## src/rtl/uart_pkg.sv

```systemverilog
// Shared constants and types for the UART receive controller slice.
// Holds legal prescale values, FSM state encoding and idle-counter width.
package uart_pkg;

  localparam logic [5:0] PRESCALE_8  = 6'd8;
  localparam logic [5:0] PRESCALE_16 = 6'd16;
  localparam logic [5:0] PRESCALE_32 = 6'd32;

  // Wide enough for the largest threshold, 63 * 11 = 693.
  localparam int IDLE_CNT_WIDTH = 10;

  typedef enum logic [1:0] {
    RUN     = 2'd0,
    PENDING = 2'd1,
    FLUSH   = 2'd2
  } rx_state_t;

  function automatic logic prescale_is_legal(input logic [5:0] prescale);
    return (prescale == PRESCALE_8) || (prescale == PRESCALE_16) ||
           (prescale == PRESCALE_32);
  endfunction

endpackage

```

## src/rtl/uart_rx_fifo.sv

```systemverilog
// Synchronous receive FIFO with a registered head byte and wrap-bit pointers.
// A push into a full FIFO is dropped unless a pop happens in the same cycle.
module uart_rx_fifo #(
  parameter int DATA_WIDTH = 8,
  parameter int FIFO_DEPTH = 4
) (
  input  logic                  clk,
  input  logic                  reset,
  input  logic                  push,
  input  logic [DATA_WIDTH-1:0] push_data,
  input  logic                  pop,
  output logic                  full,
  output logic                  empty,
  output logic                  overflow_event,
  output logic [DATA_WIDTH-1:0] head_data
);

  localparam int ADDR_W = $clog2(FIFO_DEPTH);
  localparam logic [ADDR_W:0] PTR_ONE = 1;

  logic [DATA_WIDTH-1:0] mem [FIFO_DEPTH];
  logic [ADDR_W:0]       wr_ptr;
  logic [ADDR_W:0]       rd_ptr;
  logic [ADDR_W:0]       wr_ptr_next;
  logic [ADDR_W:0]       rd_ptr_next;
  logic                  push_ok;
  logic                  pop_ok;
  logic                  empty_next;

  assign empty = (wr_ptr == rd_ptr);
  assign full  = (wr_ptr[ADDR_W] != rd_ptr[ADDR_W]) &&
                 (wr_ptr[ADDR_W-1:0] == rd_ptr[ADDR_W-1:0]);

  assign pop_ok         = pop && !empty;
  assign push_ok        = push && (!full || pop_ok);
  assign overflow_event = push && full && !pop_ok;

  assign wr_ptr_next = push_ok ? (wr_ptr + PTR_ONE) : wr_ptr;
  assign rd_ptr_next = pop_ok  ? (rd_ptr + PTR_ONE) : rd_ptr;
  assign empty_next  = (wr_ptr_next == rd_ptr_next);

  always_ff @(posedge clk) begin
    if (push_ok) begin
      mem[wr_ptr[ADDR_W-1:0]] <= push_data;
    end
  end

  // The head is registered, so a byte landing in the next head slot is forwarded.
  always_ff @(posedge clk) begin
    if (reset) begin
      wr_ptr    <= '0;
      rd_ptr    <= '0;
      head_data <= '0;
    end else begin
      wr_ptr <= wr_ptr_next;
      rd_ptr <= rd_ptr_next;
      if (empty_next) begin
        head_data <= '0;
      end else if (push_ok && (wr_ptr[ADDR_W-1:0] == rd_ptr_next[ADDR_W-1:0])) begin
        head_data <= push_data;
      end else begin
        head_data <= mem[rd_ptr_next[ADDR_W-1:0]];
      end
    end
  end

endmodule

```

## src/rtl/uart_rx_controller.sv

```systemverilog
// Configures and sequences the UART receiver: shadowed configuration applied
// only on an idle line, receive FIFO, and saturating error statistics.
module uart_rx_controller
  import uart_pkg::*;
#(
  parameter int DATA_WIDTH = 8,
  parameter int FIFO_DEPTH = 4,
  parameter int IDLE_BITS  = 11,
  parameter int CNT_WIDTH  = 8
) (
  input  logic                  clk,
  input  logic                  reset,
  input  logic                  cfg_write,
  input  logic [5:0]            cfg_prescale,
  input  logic                  cfg_parity_enable,
  input  logic                  cfg_parity_type,
  output logic                  cfg_busy,
  output logic                  cfg_reject,
  input  logic                  serial_data_in,
  output logic                  rx_reset_n,
  output logic [5:0]            rx_prescale,
  output logic                  rx_parity_enable,
  output logic                  rx_parity_type,
  input  logic                  rx_data_valid,
  input  logic [DATA_WIDTH-1:0] rx_parallel_data,
  input  logic                  rx_parity_error,
  input  logic                  rx_frame_error,
  output logic                  m_valid,
  output logic [DATA_WIDTH-1:0] m_data,
  input  logic                  m_ready,
  output logic [CNT_WIDTH-1:0]  parity_err_count,
  output logic [CNT_WIDTH-1:0]  frame_err_count,
  output logic                  overflow,
  input  logic                  status_clear
);

  localparam logic [IDLE_CNT_WIDTH-1:0] IDLE_BITS_W = IDLE_CNT_WIDTH'(IDLE_BITS);
  localparam logic [IDLE_CNT_WIDTH-1:0] IDLE_ONE    = 1;
  localparam logic [CNT_WIDTH-1:0]      CNT_ONE     = 1;
  localparam logic [CNT_WIDTH-1:0]      CNT_MAX     = '1;

  rx_state_t                 state;
  logic [5:0]                shadow_prescale;
  logic                      shadow_parity_enable;
  logic                      shadow_parity_type;
  logic                      post_reset;
  logic [IDLE_CNT_WIDTH-1:0] idle_cnt;
  logic [IDLE_CNT_WIDTH-1:0] idle_threshold;
  logic                      line_idle;
  logic                      parity_prev;
  logic                      frame_prev;
  logic                      parity_edge;
  logic                      frame_edge;
  logic                      fifo_push;
  logic                      fifo_full;
  logic                      fifo_empty;
  logic                      fifo_overflow_event;

  assign idle_threshold = IDLE_CNT_WIDTH'(rx_prescale) * IDLE_BITS_W;
  assign line_idle      = (idle_cnt == idle_threshold);

  always_ff @(posedge clk) begin
    if (reset) begin
      idle_cnt <= '0;
    end else if (state == FLUSH || !serial_data_in) begin
      idle_cnt <= '0;
    end else if (idle_cnt < idle_threshold) begin
      idle_cnt <= idle_cnt + IDLE_ONE;
    end
  end

  // Outputs are registered alongside the state so they describe the state being entered.
  always_ff @(posedge clk) begin
    if (reset) begin
      state                <= RUN;
      shadow_prescale      <= PRESCALE_8;
      shadow_parity_enable <= 1'b0;
      shadow_parity_type   <= 1'b0;
      rx_prescale          <= PRESCALE_8;
      rx_parity_enable     <= 1'b0;
      rx_parity_type       <= 1'b0;
      rx_reset_n           <= 1'b0;
      post_reset           <= 1'b1;
      cfg_busy             <= 1'b0;
      cfg_reject           <= 1'b0;
    end else begin
      cfg_reject <= 1'b0;
      post_reset <= 1'b0;
      rx_reset_n <= !post_reset;
      case (state)
        RUN: begin
          if (cfg_write) begin
            if (prescale_is_legal(cfg_prescale)) begin
              shadow_prescale      <= cfg_prescale;
              shadow_parity_enable <= cfg_parity_enable;
              shadow_parity_type   <= cfg_parity_type;
              cfg_busy             <= 1'b1;
              if (line_idle) begin
                state            <= FLUSH;
                rx_prescale      <= cfg_prescale;
                rx_parity_enable <= cfg_parity_enable;
                rx_parity_type   <= cfg_parity_type;
                rx_reset_n       <= 1'b0;
              end else begin
                state <= PENDING;
              end
            end else begin
              cfg_reject <= 1'b1;
            end
          end
        end
        PENDING: begin
          if (cfg_write) begin
            cfg_reject <= 1'b1;
          end
          if (line_idle) begin
            state            <= FLUSH;
            rx_prescale      <= shadow_prescale;
            rx_parity_enable <= shadow_parity_enable;
            rx_parity_type   <= shadow_parity_type;
            rx_reset_n       <= 1'b0;
          end
        end
        FLUSH: begin
          if (cfg_write) begin
            cfg_reject <= 1'b1;
          end
          state    <= RUN;
          cfg_busy <= 1'b0;
        end
        default: begin
          state    <= RUN;
          cfg_busy <= 1'b0;
        end
      endcase
    end
  end

  assign fifo_push = rx_data_valid && rx_reset_n;
  assign m_valid   = !fifo_empty;

  uart_rx_fifo #(
    .DATA_WIDTH (DATA_WIDTH),
    .FIFO_DEPTH (FIFO_DEPTH)
  ) u_fifo (
    .clk            (clk),
    .reset          (reset),
    .push           (fifo_push),
    .push_data      (rx_parallel_data),
    .pop            (m_ready),
    .full           (fifo_full),
    .empty          (fifo_empty),
    .overflow_event (fifo_overflow_event),
    .head_data      (m_data)
  );

  // The receiver may hold an error level for several cycles, so count edges only.
  assign parity_edge = rx_parity_error && !parity_prev;
  assign frame_edge  = rx_frame_error && !frame_prev;

  always_ff @(posedge clk) begin
    if (reset) begin
      parity_prev      <= 1'b0;
      frame_prev       <= 1'b0;
      parity_err_count <= '0;
      frame_err_count  <= '0;
      overflow         <= 1'b0;
    end else begin
      parity_prev <= rx_parity_error;
      frame_prev  <= rx_frame_error;
      if (status_clear) begin
        parity_err_count <= parity_edge ? CNT_ONE : '0;
        frame_err_count  <= frame_edge ? CNT_ONE : '0;
        overflow         <= fifo_overflow_event && fifo_full;
      end else begin
        if (parity_edge && parity_err_count != CNT_MAX) begin
          parity_err_count <= parity_err_count + CNT_ONE;
        end
        if (frame_edge && frame_err_count != CNT_MAX) begin
          frame_err_count <= frame_err_count + CNT_ONE;
        end
        if (fifo_overflow_event && fifo_full) begin
          overflow <= 1'b1;
        end
      end
    end
  end

endmodule

```

## config.mk

```make
export PLATFORM = sky130hd
export DESIGN_NAME = uart_rx_controller
export DESIGN_NICKNAME = d
export VERILOG_FILES = /design/src/rtl/uart_pkg.sv /design/src/rtl/uart_rx_fifo.sv /design/src/rtl/uart_rx_controller.sv
export SDC_FILE = /design/constraint.sdc
export NUM_CORES = 1
export LEC_CHECK = 0
export CAP_MARGIN = 15
export CORE_ASPECT_RATIO = 0.8
export CORE_UTILIZATION = 51
export CTS_CLUSTER_DIAMETER = 200
export DETAILED_ROUTE_END_ITERATION = 6
export PLACE_DENSITY = 0.84
export SETUP_SLACK_MARGIN = 0.5
export SYNTH_ARGS = -nofsm -noshare
export SYNTH_HDL_FRONTEND = slang
export SYNTH_SLANG_ARGS = --single-unit
```

## constraint.sdc

```tcl
create_clock -name clk -period 3.43 [get_ports clk]
set_clock_uncertainty 0.05 [all_clocks]
set_input_delay 0.343 -clock clk [delete_from_list [all_inputs] [get_ports clk]]
set_output_delay 0.343 -clock clk [all_outputs]
set_load 0.01 [all_outputs]
```

Word level (Yosys, flattened, before mapping):

Memories as Yosys holds them, arrays and structs flattened. A register that Yosys moved wholly into a read port is not among the register bits.
Cells that the tools add are included.
W data, S select, Z words.

* word-level logic and storage cells: 122
* memories kept: 1
* input port bits: 25
* register bits: 57
* memory bits (writable): 32

Memory list
* u_fifo.mem: depth 4, bits a word 8, read ports 1, clocked after memory_dff 1, write ports 1, RTL line uart_rx_fifo.sv:21 `logic [DATA_WIDTH-1:0] mem [FIFO_DEPTH];`

* bitwise logic cells: 1
* add/subtract/negate cells: 5
* equality and inequality tests: 16
* reductions and logical operators: 34
* $mul: 1
* muxes and demuxes: 44
* $lt $le $gt $ge: 1

Operator list (number)
* $mux W8: 4
* $mux W6: 4
* $mux W1: 23
* $add A8 B1 Y8 const B: 2
* $ne A8 B8 Y1 const B: 2
* $pmux W6 S2: 1
* $logic_and A1 B1 Y1: 11
* $add A10 B1 Y10 const B: 1
* $eq A10 B10 Y1: 1
* $lt A10 B10 Y1: 1
* $mul A6 B4 Y10 const B: 1
* $pmux W1 S2: 5
* $reduce_and A3 Y1: 3
* $mux W2: 4
* $ne A2 B2 Y1 const B: 4
* $reduce_bool A2 Y1: 4
* $logic_not A1 Y1: 7
* $add A3 B1 Y3 const B: 2
* $eq A3 B3 Y1: 2
* $eq A6 B4 Y1 const B: 1
* $eq A6 B5 Y1 const B: 1
* $eq A6 B6 Y1 const B: 1
* $mux W3: 2
* $reduce_or A2 Y1: 3
* other kinds (9): 12

Logic depth before layout (Yosys ltp):

Gate-level depths: netlist (run 1).

* word-level depth: 8
* gate-level depth with buffers: 18
* depth with buffers taken out: 17

Modules after synthesis:

A second synthesis (run 1) with hierarchy kept.

* cell total of the unflattened synthesis: 495
* area, all modules: 5142.4 µm²

By module, submodules not included
* uart_rx_controller: seq. area each 1021.0 µm², cells an instance 336, instances 1, area an instance 3009.1 µm²
* uart_rx_fifo: seq. area each 1241.2 µm², cells an instance 159, instances 1, area an instance 2133.3 µm²

Least setup slack after synthesis (run 1):

No wires, ideal clock.

* path kind: register -> register
* start: register rx_prescale[3]
* end: register rx_prescale[5]
* arrival time: 3.675 ns
* stages on the path, launching flop included: 16
* data required time: 3.294 ns
* slack: -0.381 ns
* period minus slack after synthesis: 3.811 ns
* path through: dfxtp_1 -> ha_1 -> fa_1 -> ha_1 -> a21oi_1 -> o21bai_1 -> a21oi_1 -> xnor2_1 -> ha_1 -> nand4_1 -> nor3_1 -> o21ai_0 -> a21oi_1 -> clkbuf_1 -> nor2_1 -> a211oi_1

* word-level cells in the longest chain between the ends: 4

RTL lines
* start, declared: RTL line uart_rx_controller.sv:21 `output logic [5:0] rx_prescale,`
* start signal, assigned: RTL line uart_rx_controller.sv:100 `rx_prescale <= cfg_prescale;`
* start signal, assigned: RTL line uart_rx_controller.sv:118 `rx_prescale <= shadow_prescale;`
* $mul A6 B4 Y10 *: RTL line uart_rx_controller.sv:59 `assign idle_threshold = IDLE_CNT_WIDTH'(rx_prescale) * IDLE_BITS_W;`
* $eq A10 B10 Y1 *: RTL line uart_rx_controller.sv:60 `assign line_idle = (idle_cnt == idle_threshold);`
* $ne A2 B2 Y1 (no source line)
* $reduce_and A5 Y1 (no source line) *

Mark *: on every way between the ends. The rest lies on a longest branch, timed or not.
A chain may end at the register's enable or synchronous reset.

Worst setup path after layout (run 1):

* start: register rx_prescale[0]
* end: register idle_cnt[3]

* word-level cells in the longest chain between the ends: 2

RTL lines
* $mul A6 B4 Y10: RTL line uart_rx_controller.sv:59
* $lt A10 B10 Y1: RTL line uart_rx_controller.sv:67 `end else if (idle_cnt < idle_threshold) begin`
* end signal, assigned: RTL line uart_rx_controller.sv:68 `idle_cnt <= idle_cnt + IDLE_ONE;`
* end, declared: RTL line uart_rx_controller.sv:47 `logic [IDLE_CNT_WIDTH-1:0] idle_cnt;`

Every way passes these cells.

==> results.md, run 1 <==
- In the final routed layout, each cell accounts on average for 17.1 um.
- The H-tree was split into 3 levels.
- For this run, asynchronously set or reset flops after synthesis account for 0%.
- Counting the fill cells in the layout gives 690.
- Entering global routing, the biggest net connects 23 pins.
- The number of buffers inserted by port buffering is 61.
- The vertical extent of the die is 91.2 um.
- The worst voltage drop across the vdd grid is 303 uV.
- Yosys mapped the design onto 59 distinct sky130hd cell types.
- The flow ran to the end, but the final reports show violations.
- TritonCTS built the clock tree.
- The tightest hold margin is 0.357 ns.
- For the worst flop-to-flop path, the logic depth is 15.
- In this run the remaining antenna-violating nets after routing total 0.
- The HPWL after detailed placement is 8290 um.
- The checks that failed: negative setup slack.
- During synthesis, Yosys emitted a total of 0 warnings.
- The total overflow left after global routing is 0.
- The congestion estimate from routability-driven global placement came to 0.883.
- The top achievable clock speed is 279 MHz.
- The number of enable-type register cells in the synthesized netlist is 32.
- The type of origin of the critical path is a flip-flop.
- Clock latency on the worst-skew pair, taken at its later pin, is 0.35 ns.
- After the last flow step, the layout net total stands at 642.
- The final wirelength is 12,200 um.
- The most used flip-flop cell after synthesis is dfxtp_1.
- The vias after detailed routing is 4,168.
- The floorplan has 32 rows.
- The startpoint identified for the worst hold timing path is post_reset.
- The sequential element share of the synthesized area is 44.6%.
- In this run the standard cell core region covers 9650 um2.
- Once the floorplan was initialized, standard cells occupied 52.6% of the core.
- The combinational power share is 8.1%.
- The routed design could run at a clock period as short as 3.58 ns.
- The internal power summed over all cells is 1.86 mW.
- Of all nets on the critical path, the largest fanout is 7.
- The die is 114 um wide.
- Headroom to the max-slew limit came out at 47.2%.
- After the flow finishes, the layout carries non-filler instances totaling 717.
- The average cell area after synthesis is 10.2 um2.
- The net switching power of the design is 569 uW.
- Synthesis produced a netlist with a net count of 561.
- The max-slew violation count is 0.
- The final-report hold violation count came to 0.
- The worst flop-to-flop path endpoint is idle_cnt[3].
- The detailed-routing iteration count for the pre-antenna-repair pass is 5.
- The leakage power figure is 2.48 nW.
- Data on the critical path arrives at its endpoint at 3.81 ns.
- Setup repair after global routing could not meet its margin everywhere.
- STA classifies the critical path endpoint as a flip-flop.
- 0 antenna diodes ended up in the layout.
- The relative area change from synthesis to final layout is 30.1%.
- Synthesis handed over a netlist of 495 instances.
- The floorplan die area is 10,400 um2.
- The number of sinks handled by clock tree synthesis is 97.
- Clock-pin slew was measured on the worst setup and hold paths at 0.07 ns.
- The critical path goes through ha_4, ha_4, ha_1, a21o_1, a21oi_4, o21bai_4, a21oi_2, xnor2_1, ha_1, nand4_1, inv_2, a221oi_4, o21ai_2, or3_1, a21oi_1.
- The number of buffers between clock root and the deepest sink is 2.
- Before CTS, the worst setup slack after placement is -0.0960 ns.
- Ranked by total cell area, the synthesized netlist is headed by dfxtp_1 26%, edfxtp_1 19%, ha_1 9.4%.
- The via count of the first global-routing pass is 3,963.
- The ratio of final minimum period to clock period is 104%.
- The most common cell in the netlist is dfxtp_1.
- Setup slack on the worst reg-to-reg path comes out at -0.15 ns.
- The data required time at the worst endpoint is 3.66 ns.
- The delay of the slowest critical-path stage is 0.38 ns.
- In this run the count of I/O pins placed on the die edge is 62.
- The synthesized netlist occupies a cell area of 5070 um2.
- The beginning of the worst register-to-register path is rx_prescale[0].
- For this design the ratio of total power to cell area is 369 nW/um2.
- The type of the worst setup path is flip-flop to flip-flop.
- Counting flops and latches in the post-synthesis netlist gives 97.
- After detailed routing, the number of remaining DRC violations is 0.
- Total power for the finished layout comes to 2.43 mW.
- The number of vias per cell is 5.81.
- The number of instances on the worst hold path is 1.
- The number of placed instances, taps included, is 690.
- For this block, the initial DRC count from the detailed router was 298.
- The fraction of layout cells with a size suffix above 1 is 17.7%.
- The path class of the tightest hold or removal check is flip-flop to flip-flop.
- Sequential cells account for 49.9% of the total power.
- The switching power share of the total is 23.4%.
- The cell type contributing the most total cell area after synthesis is dfxtp_1.
- The slowest cell on the critical path is dfxtp_4.
- The clock share of power is 42.1%.
- Across the run, the number of max-cap violations was 0.
- The number of buffers inserted during clock tree synthesis is 9.
- The initial antenna violation count is 0.
- After synthesis, the largest area contributor takes up 25.6% of total cell area.
- The root buffer cell chosen for the clock tree is clkbuf_16.
- The count of hold buffers inserted by post-cts repair is 0.
- After synthesis, the most frequently instantiated cells are 65 x dfxtp_1, 39 x nor2_1, 38 x ha_1, 34 x a21oi_1, 32 x edfxtp_1.
- The setup slack after layout is -0.153 ns.
- For the pin with the worst max-slew slack, the measured transition is 0.787 ns.
- In the global route stage, overall resource usage came out at 23.3%.
- The final setup violation count is 18.
- The worst hold path endpoint is rx_reset_n.
- The first global-routing pass estimated 19,000 um of wire.
-- through the flow --
stage                     cell area [um2]  setup TNS [ns]  util, %
after detailed placement             6030          -0.472     62.5
after global placement               6030        -0.00657     62.5
final                                6600           -1.49     68.4
after CTS                            6380          -0.581     66.1
after global routing                 6600           -4.52     68.4
after floorplan                      5210               0        -
-- placed cells by master (no fill, tap or decap), types with 3 or more instances in the layout --
cell type	count
dfxtp_4	5
o211ai_1	3
clkdlybuf4s50_1	61
o21ai_1	3
nor2_2	3
a21oi_2	5
o21ai_0	27
a211oi_2	8
a21o_1	7
inv_1	21
a32oi_1	17
ha_1	31
buf_6	4
dfxtp_1	60
mux2i_1	23
nand2_1	19
nor3_1	3
ha_4	6
inv_2	4
clkbuf_16	10
nor2b_1	7
nand4_1	8
edfxtp_1	32
buf_4	23
and2_1	11
a21oi_1	28
xor2_1	16
a211oi_1	3
and3_1	5
or3_1	7
nand3_1	17
nor2_1	34
xnor2_1	12
-- sequential cells by signal (all words and copies together) (netlist names), 2 cells and up --
name,cells
u_fifo.mem,32
idle_cnt,10
frame_err_count,8
parity_err_count,8
u_fifo.head_data,8
rx_prescale,6
shadow_prescale,6
u_fifo.rd_ptr,3
u_fifo.wr_ptr,3
state,2
-- power by group through the flow --
stage	Clock, mW	Sequential, mW	Combinational [mW]
2_1_floorplan	0	1.24	0.105
6_report	1.02	1.21	0.197
4_1_cts	1.03	1.21	0.192
5_1_grt	1.08	1.22	0.214
3_5_place_dp	0	1.24	0.191
3_3_place_gp	0	1.24	0.183
-- critical path: cells and delay by family (launching register included) --
family,cells,cell delay [ns]
compound gates,7,1.25
fa+ha+maj,4,1.10
simple gates,2,0.53
flops,1,0.38
xor+xnor,1,0.09
buf+inv,1,0.09
-- repair_timing --
action,4_1_cts,5_1_grt
pin swaps,5,29
cloned,0,1
setup buffers,5,5
gates resized for setup,2,32
setup endpoints to repair,21,21
-- worst max path at each step --
| stage | depth (start not counted) | endpoint | from | slack [ns] |
|---|---|---|---|---|
| after floorplan | 18 | rx_prescale[5] | rx_prescale[2] | 0.06 |
| after global placement | 16 | idle_cnt[6] | rx_prescale[2] | -0.007 |
| after detailed placement | 16 | idle_cnt[3] | rx_prescale[2] | -0.1 |
| after CTS | 16 | idle_cnt[6] | rx_prescale[2] | -0.08 |
| after global routing | 19 | rx_prescale[3] | rx_prescale[2] | -0.31 |
| final | 15 | idle_cnt[3] | rx_prescale[0] | -0.15 |
-- metal layers --
layer,up-vias,GRT usage (%),share of wire (%)
met5,-,0,0
met4,0,8.11,1.5
met3,19,6.07,7.2
met2,168,36.9,47
met1,1999,30.7,44
li1,1982,-,-
-- cells by family after synthesis --
family,Yosys count,synth area share [%]
DFF,97,44.6
muxes,25,5.20
and+or+nand+nor,127,12.4
AOI/OAI and AO/OA,130,18.1
xor gates and xnor gates,29,5.15
buffers and inverters,46,4.02
adders and majority gates,41,10.6
-- final cells by class --
type,instances,area (um2),area share (%)
multi-input cells,352,2860,43.3
flip-flops and latches,97,2280,34.6
repair buffers,91,893,13.5
clock inverters,7,77.6,1.18
inverters,25,93.8,1.42
clock buffers,9,225,3.41
well taps,136,170,2.58
(Power assumes the default switching activity.)
==> inputs of run 2 (changes only) <==
CORE_UTILIZATION = 59   (was 51)
PLACE_DENSITY = 0.91   (was 0.84)
SYNTH_HIERARCHICAL = 1   (was not set)
clock period = 4.3 ns   (was 3.43 ns; I/O delays follow)
==> run 2 against run 1 <==
Net effect:
- the run now ends clean
- sequential power decreased by 20%
- clock-buffer cell count is 3 higher
- worst setup slack gained 0.48 ns
- routed wire length down 1.9%
- non-clock buffer count fell by 4
- synthesized cell count stayed put
- design area is 4.5% lower
- sequential share of layout area rose by 1.6 points
- combinational power increased by 12%
- critical path type unchanged
==> results.md, run 2 <==
- The worst hold path endpoint is rx_reset_n.
- The detailed router finished its first iteration with 198 violations.
- The delay of the slowest critical-path stage is 0.54 ns.
- The initial antenna violation count was 0.
- The overall power after layout is 1.73 mW.
- The final setup violation count is 0.
- In this run the critical register-to-register path is captured at rx_prescale[0].
- The worst voltage drop across the vdd grid is 214 uV.
- The endpoint kind of the worst setup timing path is a flip-flop.
- The instance count after placement with tap cells included is 656.
- The power density over the cells is 275 nW/um2.
- The setup check on the worst reg-to-reg path leaves a slack of 0.33 ns.
- The routed length on met3 is 786 um.
- In the synthesized netlist, the cells that appear most often are 65 x dfxtp_1, 42 x nor2_1, 38 x ha_1, 32 x edfxtp_1, 29 x a21oi_1.
- TritonCTS built the clock tree.
- The detailed-routing iteration count for the pre-antenna-repair pass is 5.
- The number of top-level design ports is 62.
- Setup total negative slack on the finished layout was measured at 0 ns.
- The wire length of the first global-routing pass is 18,400 um.
- The via count of the first global-routing pass came to 3,905.
- The leakage power figure is 2.30 nW.
- The total overflow reported by the global router is 0.
- In this run the cell area of the synthesized design comes to 5140 um2.
- The number of maximum-capacitance constraint violations is 0.
- The worst setup path is of the flip-flop to flip-flop kind.
- The congestion estimate from routability-driven global placement came to 0.865.
- In the routed design, unresolved DRC markers number 0.
- The tree built by TritonCTS fans out to 97 sinks.
- The number of antenna cells inserted is 0.
- The number of buffers between clock root and the deepest sink is 2.
- The synthesized design contains 32 enable-type register cells.
- After synthesis, the netlist uses 68 different library cells.
- The tightest hold margin is 0.380 ns.
- After floorplanning, the core was divided into 30 placement rows.
- Of the available clock period, the critical path in the final layout requires 92.4%.
- Counting instances, the worst hold path has a depth of 1.
- The fraction of layout cells with a size suffix above 1 is 17.4%.
- The largest net degree at the start of global routing is 37.
- The highest net fanout along the worst path is 4.
- The core region is 8480 um2.
- In the layout the commonest cells are 61 x clkdlybuf4s50_1, 60 x dfxtp_1, 40 x nor2_1.
- The flip-flop count of the largest register after layout is 32.
- Once placement finished, the instance area stood at 5830 um2.
- The number of nets in the synthesized netlist is 561.
- Hold repair after CTS inserted 0 buffers.
- The beginning of the worst register-to-register path is rx_prescale[1].
- The cell at the root of the clock tree is clkbuf_8.
- By area the synthesized netlist is led by dfxtp_1 25%, edfxtp_1 19%, ha_1 9.2%.
- Setup repair after global routing could not meet its margin everywhere.
- Clock latency on the worst-skew pair, taken at its later pin, is 0.36 ns.
- The average cell area after synthesis is 10.4 um2.
- After synthesis, the share of flip-flops with an asynchronous set or reset is 0%.
- The count of yosys warnings during synthesis is 6.
- For the pin with the worst max-slew slack, the measured transition is 0.804 ns.
- The data required time at the worst endpoint is 4.52 ns.
- Summed over its instances, the top area cell type makes up 25.3% of the synthesized netlist area.
- The most common cell in the netlist is dfxtp_1.
- The final-report hold violation count came to 0.
- The placement-stage worst setup slack is 0.00656 ns.
- The post-route antenna net violation count is 0.
- The max-slew violation count is 0.
- The instance count of the mapped netlist is 495.
- After layout, the minimum clock period comes to 3.97 ns.
- The flow ran to the end, and the final reports show no timing, DRC or antenna violations.
- The most common library cell in the layout ignoring fill and taps is clkdlybuf4s50_1.
- The setup slack after layout is 0.329 ns.
- The wire length on met2 is 5910 um.
- The post-route core utilization is 74.3%.
- Traced cell by cell, the critical path runs through ha_4, fa_1, ha_4, nor2b_1, o21a_1, o21ai_2, nor4b_4, a2111oi_2, ha_1, nand4_1, or3_4, o31ai_4, buf_6, nor2_1, a211oi_2.
- Summed over all instances, the cell type with the most area after synthesis is dfxtp_1.
- Global routing used 26.3% of the available tracks across all layers.
- The slowest cell on the critical path is fa_1.
- The path class of the lowest-slack min-delay path is flip-flop to flip-flop.
- The worst pin sits at a relative slew slack of 45.8%.
- The most frequent cell on the critical path is ha_4.
- The vertical extent of the die is 85.5 um.
- The initial core utilization is 60.6%.
- The number of clock buffers added by TritonCTS is 9.
- The startpoint of the tightest hold check path is post_reset.
- The depth of the CTS H-tree is 3.
- The wire-length estimate of the detail-placed layout is 7630 um.
- The number of buffers inserted by port buffering is 61.
- Synthesis inferred 97 register bits.
- Among all flip-flop cells after synthesis, the most frequent one is dfxtp_1.
- The die outline width is 106 um.
- The post-route met1 wirelength is 4980 um.
- The worst reg-to-reg path cell count is 15.
- For this run, the post-layout net count is 643.
- The sequential element share of the synthesized area is 44.0%.
- The mean routed wirelength per cell is 17.3 um.
- Routed signal wires occupy layers up through met4.
- Relative to the synthesized area, the layout overhead comes to 22.5%.
- The finished layout holds 693 standard cells, fillers aside.
- Derived from the worst setup path, the maximum achievable clock frequency is 252 MHz.
- The final wirelength is 12,000 um.
- Dividing the detail-routed via count by the number of cells gives 5.95.
- The arrival time reported for the critical path endpoint is 4.19 ns.
- STA classifies the critical path startpoint as a flip-flop.
- Detailed routing inserted a total of 4,124 vias.
- The floorplan step defined a die boundary enclosing 9100 um2.
- The finished cells cover 6300 um2.
- The clock transition at the registers of the reported paths is 0.09 ns.
## run 2: changes by cell type after synthesis, sizes merged, moves of 9 or more
cell	change
nor3	+17
o21ai	-19
a32oi	-16
mux2i	-10
and2	-10
nand2	+9
## run 2: logic make-up (layout without fill, tap and decap cells)
| kind of cell | count (synthesis) | in the layout | share of synthesized area [%] |
|---|---|---|---|
| xor+xnor | 28 | 28 | 5.06 |
| fa+ha+maj | 41 | 41 | 10.4 |
| mux | 23 | 23 | 4.70 |
| buf+inv | 42 | 128 | 4.18 |
| compound gates | 100 | 100 | 14.6 |
| simple gates | 164 | 164 | 17.1 |
| flops | 97 | 97 | 44.0 |
## run 2: power breakdown
group | switching, mW | leakage, nW | internal (mW)
sequential | 0.0116 | 0.818 | 0.961
combinational | 0.121 | 1.39 | 0.0999
clock | 0.301 | 0.0882 | 0.237
total | 0.434 | 2.30 | 1.30
## run 2: critical path: cells and delay by family, from the launching register on
kind	cells	cell delay (ns)
adders and majority gates	4	1.30
and+or+nand+nor	5	1.02
AOI/OAI and AO/OA	5	1.01
DFF	1	0.35
buffers and inverters	1	0.17
## run 2: layout make-up
class	instances	area, um2
repair buffers	87	821
clock buffers	12	155
clock inverters	3	17.5
flip-flops and latches	97	2280
well taps	112	140
multi-input cells	356	2790
fillers	551	2180
inverters	26	97.6
## run 2: worst max-delay path by stage
stage	start	slack, ns	endpoint	cells after the start
after floorplan	rx_prescale[0]	0.52	rx_prescale[4]	16
after global placement	rx_prescale[0]	0.20	rx_prescale[3]	15
after detailed placement	rx_prescale[0]	0.007	rx_prescale[5]	15
after CTS	rx_prescale[1]	0.42	rx_prescale[3]	15
after global routing	rx_prescale[2]	0.18	rx_prescale[3]	16
final	rx_prescale[1]	0.33	rx_prescale[0]	15
## run 2: repair_timing
action | CTS | global route
buffers inserted | 14 | 8
pin swaps | 11 | 7
gates resized for setup | 18 | 9
endpoints found under the setup margin | 20 | 21
## run 2: per-layer routing
metal / vias up / global-route usage (%)
li1: 1955 / -
met1: 1980 / 31.6
met2: 160 / 43.9
met3: 29 / 7.98
met4: 0 / 11.7
met5: - / 0
==> inputs of run 3 (changes only) <==
CORE_MARGIN = 5   (was not set)
==> run 3 against run 2 <==
Net effect:
- the run now ends with negative setup slack left
- non-clock buffer count is 3 higher
- hold slack got worse by 0.033 ns
- global-route usage decreased by 1.9 points
- register-to-register slack worse by 0.34 ns
- utilization up 2.2 points
- die area increased by 18%
- critical path type unchanged
- largest power group unchanged
==> results.md, run 3 (synthesized netlist as in run 2, its figures left out) <==
- The top achievable clock speed is 232 MHz.
- The tool flagged a number of max-cap violations equal to 0.
- From bottom edge to top edge, the die measures 93.5 um.
- The sum of negative setup slack is -0.00913 ns.
- The routed design has 14,400 um of wire.
- The DRC violation count after routing is 0.
- In the final layout, flip-flops and latches occupy 2280 um2.
- The max-slew violation count was 0.
- After global routing the overflow that remains totals 0.
- Excluding fillers, the count of instances in the completed layout stands at 697.
- The placement-stage cell area is 5840 um2.
- With fillers left out, the area of the finished cells amounts to 6480 um2.
- The number of filler cells placed in the layout is 510.
- In this run the number of H-tree levels came out at 3.
- The tightest hold margin is 0.347 ns.
- The core region is 8480 um2.
- Once routing completed, OpenROAD measured the worst setup slack at -0.00677 ns.
- The vias after detailed routing is 4,408.
- Setup repair after global routing could not meet its margin everywhere.
- The endpoint kind of the worst setup timing path is a flip-flop.
- Counting tap cells, the placed design contains a total of 657 instances.
- The cell at the root of the clock tree is clkbuf_8.
- The run finished, with violations left.
- VDD sags by at most 198 uV.
- Dividing total power by cell area gives a power density of 274 nW/um2.
- The ratio of final minimum period to clock period is 100%.
- Relative to the synthesized area, the layout overhead comes to 26.1%.
- The count of nets left with antenna violations once routing finished came out at 0.
- The DRC marker count from the first detailed-route iteration is 342.
- The initial core utilization is 60.6%.
- The type of origin of the critical path is a flip-flop.
- At the placement stage, the worst setup path has a slack of -0.0362 ns.
- The number of antenna cells inserted is 0.
- Once detailed placement completed, the half-perimeter wirelength came to 8140 um.
- The most common library cell in the layout ignoring fill and taps is clkdlybuf4s50_1.
- The die is 114 um wide.
- The beginning of the worst register-to-register path is rx_prescale[1].
- The detailed-routing iteration count for the pre-antenna-repair pass is 6.
- The first global-routing pass estimated 20,700 um of wire.
- The overall power after layout is 1.78 mW.
- The standard-cell row count is 30.
- The mean routed wirelength per cell is 20.7 um.
- The final-report hold violation count is 0.
- The largest net degree at the start of global routing is 39.
- The leakage power figure is 2.35 nW.
- Data arrives at the worst endpoint at 4.52 ns.
- The flip-flop count of the largest register after layout is 32.
- Setup violations remaining at the end of the flow were counted as 2.
- The initial antenna violation count is 0.
- Once layout is complete, the utilization of the core stands at 76.4%.
- The clock tree from TritonCTS is built.
- For this run, the total global-route usage over all layers was measured as 24.4%.
- The top cell types in the final layout, fill and taps aside, are 61 x clkdlybuf4s50_1, 60 x dfxtp_1, 39 x nor2_1.
- The via count of the first global-routing pass is 4,244.
- For this design, the sink count on the clock tree is 97.
- The area of the multi-input gates is 2890 um2.
- The fraction of layout cells with a size suffix above 1 is 20.7%.
- At the worst endpoint, the required time is 4.51 ns.
- The final RePlAce weighted congestion is 0.816.
- The path class of the lowest-slack min-delay path is flip-flop to flip-flop.
- The number of buffers between clock root and the deepest sink is 2.
- The critical path startpoint is rx_prescale[1].
- Clock latency on the worst-skew pair, taken at its later pin, is 0.37 ns.
- The slew at the pin closest to its max-slew limit is 1.00 ns.
- The worst path in the final design needs a cycle of 4.31 ns, including I/O delays and setup.
- The clock transition at the registers of the reported paths is 0.10 ns.
- The post-layout net count is 646.
- The number of vias per cell is 6.32.
- The highest net fanout along the worst path is 7.
- The number of top-level design ports is 62.
- The checks that failed: negative setup slack.
- Buffers placed on the I/O ports in this run total 61.
- The worst setup path is of the flip-flop to flip-flop kind.
- The die covers 10,700 um2.
- The startpoint identified for the worst hold timing path is post_reset.
- The number of clock buffers added by TritonCTS is 9.
- The worst pin sits at a relative slew slack of 33.1%.
-- run 3: area by class of cell --
cell class	instances	share of cell area, %
flip-flops and latches	97	35.2
repair buffers	90	13.7
multi-input cells	356	44.5
clock buffers	10	2.30
clock inverters	6	0.637
inverters	26	1.51
well taps	112	2.16
-- run 3: worst max-delay path: stages (launching register included) --
cell and delay (ns):
dfxtp_4 0.37, buf_4 0.15, ha_1 0.30, ha_1 0.25
inv_1 0.12, fa_2 0.25, nor2b_4 0.04, o21a_1 0.20
o21ai_2 0.17, a21oi_2 0.11, a2111oi_2 0.48, ha_1 0.27
nand4_1 0.16, or3_4 0.41, o31ai_4 0.28, buf_6 0.15
buf_12 0.12, mux2i_1 0.22, nand2b_1 0.10
-- run 3: final timing paths --
kind / end / slack, ns / cells past startpoint
setup / recovery: rx_prescale[3] / -0.007 / 18
hold / removal: rx_reset_n / 0.35 / 1
setup reg to reg: rx_prescale[3] / -0.007 / 18
hold reg to reg: rx_reset_n / 0.35 / 1
-- run 3: report_power, final --
part           internal (mW)  switching [mW]
sequential             0.959          0.0122
combinational          0.103           0.126
clock                  0.246           0.331
-- run 3: what timing repair did --
item                                    4_1_cts  5_1_grt
gates resized for setup                      18       36
setup buffers                                12       11
pin swaps                                     8       21
endpoints found under the setup margin       20       21
cloned                                        1        0
hold buffers                                  0        0
-- run 3: routing by layer --
layer	up-vias	GRT usage [%]	share of wire (%)
li1	1962	-	-
met5	-	0	0
met3	71	5.95	7.8
met2	260	41.2	48
met1	2115	30.5	40
met4	0	8.11	4.6
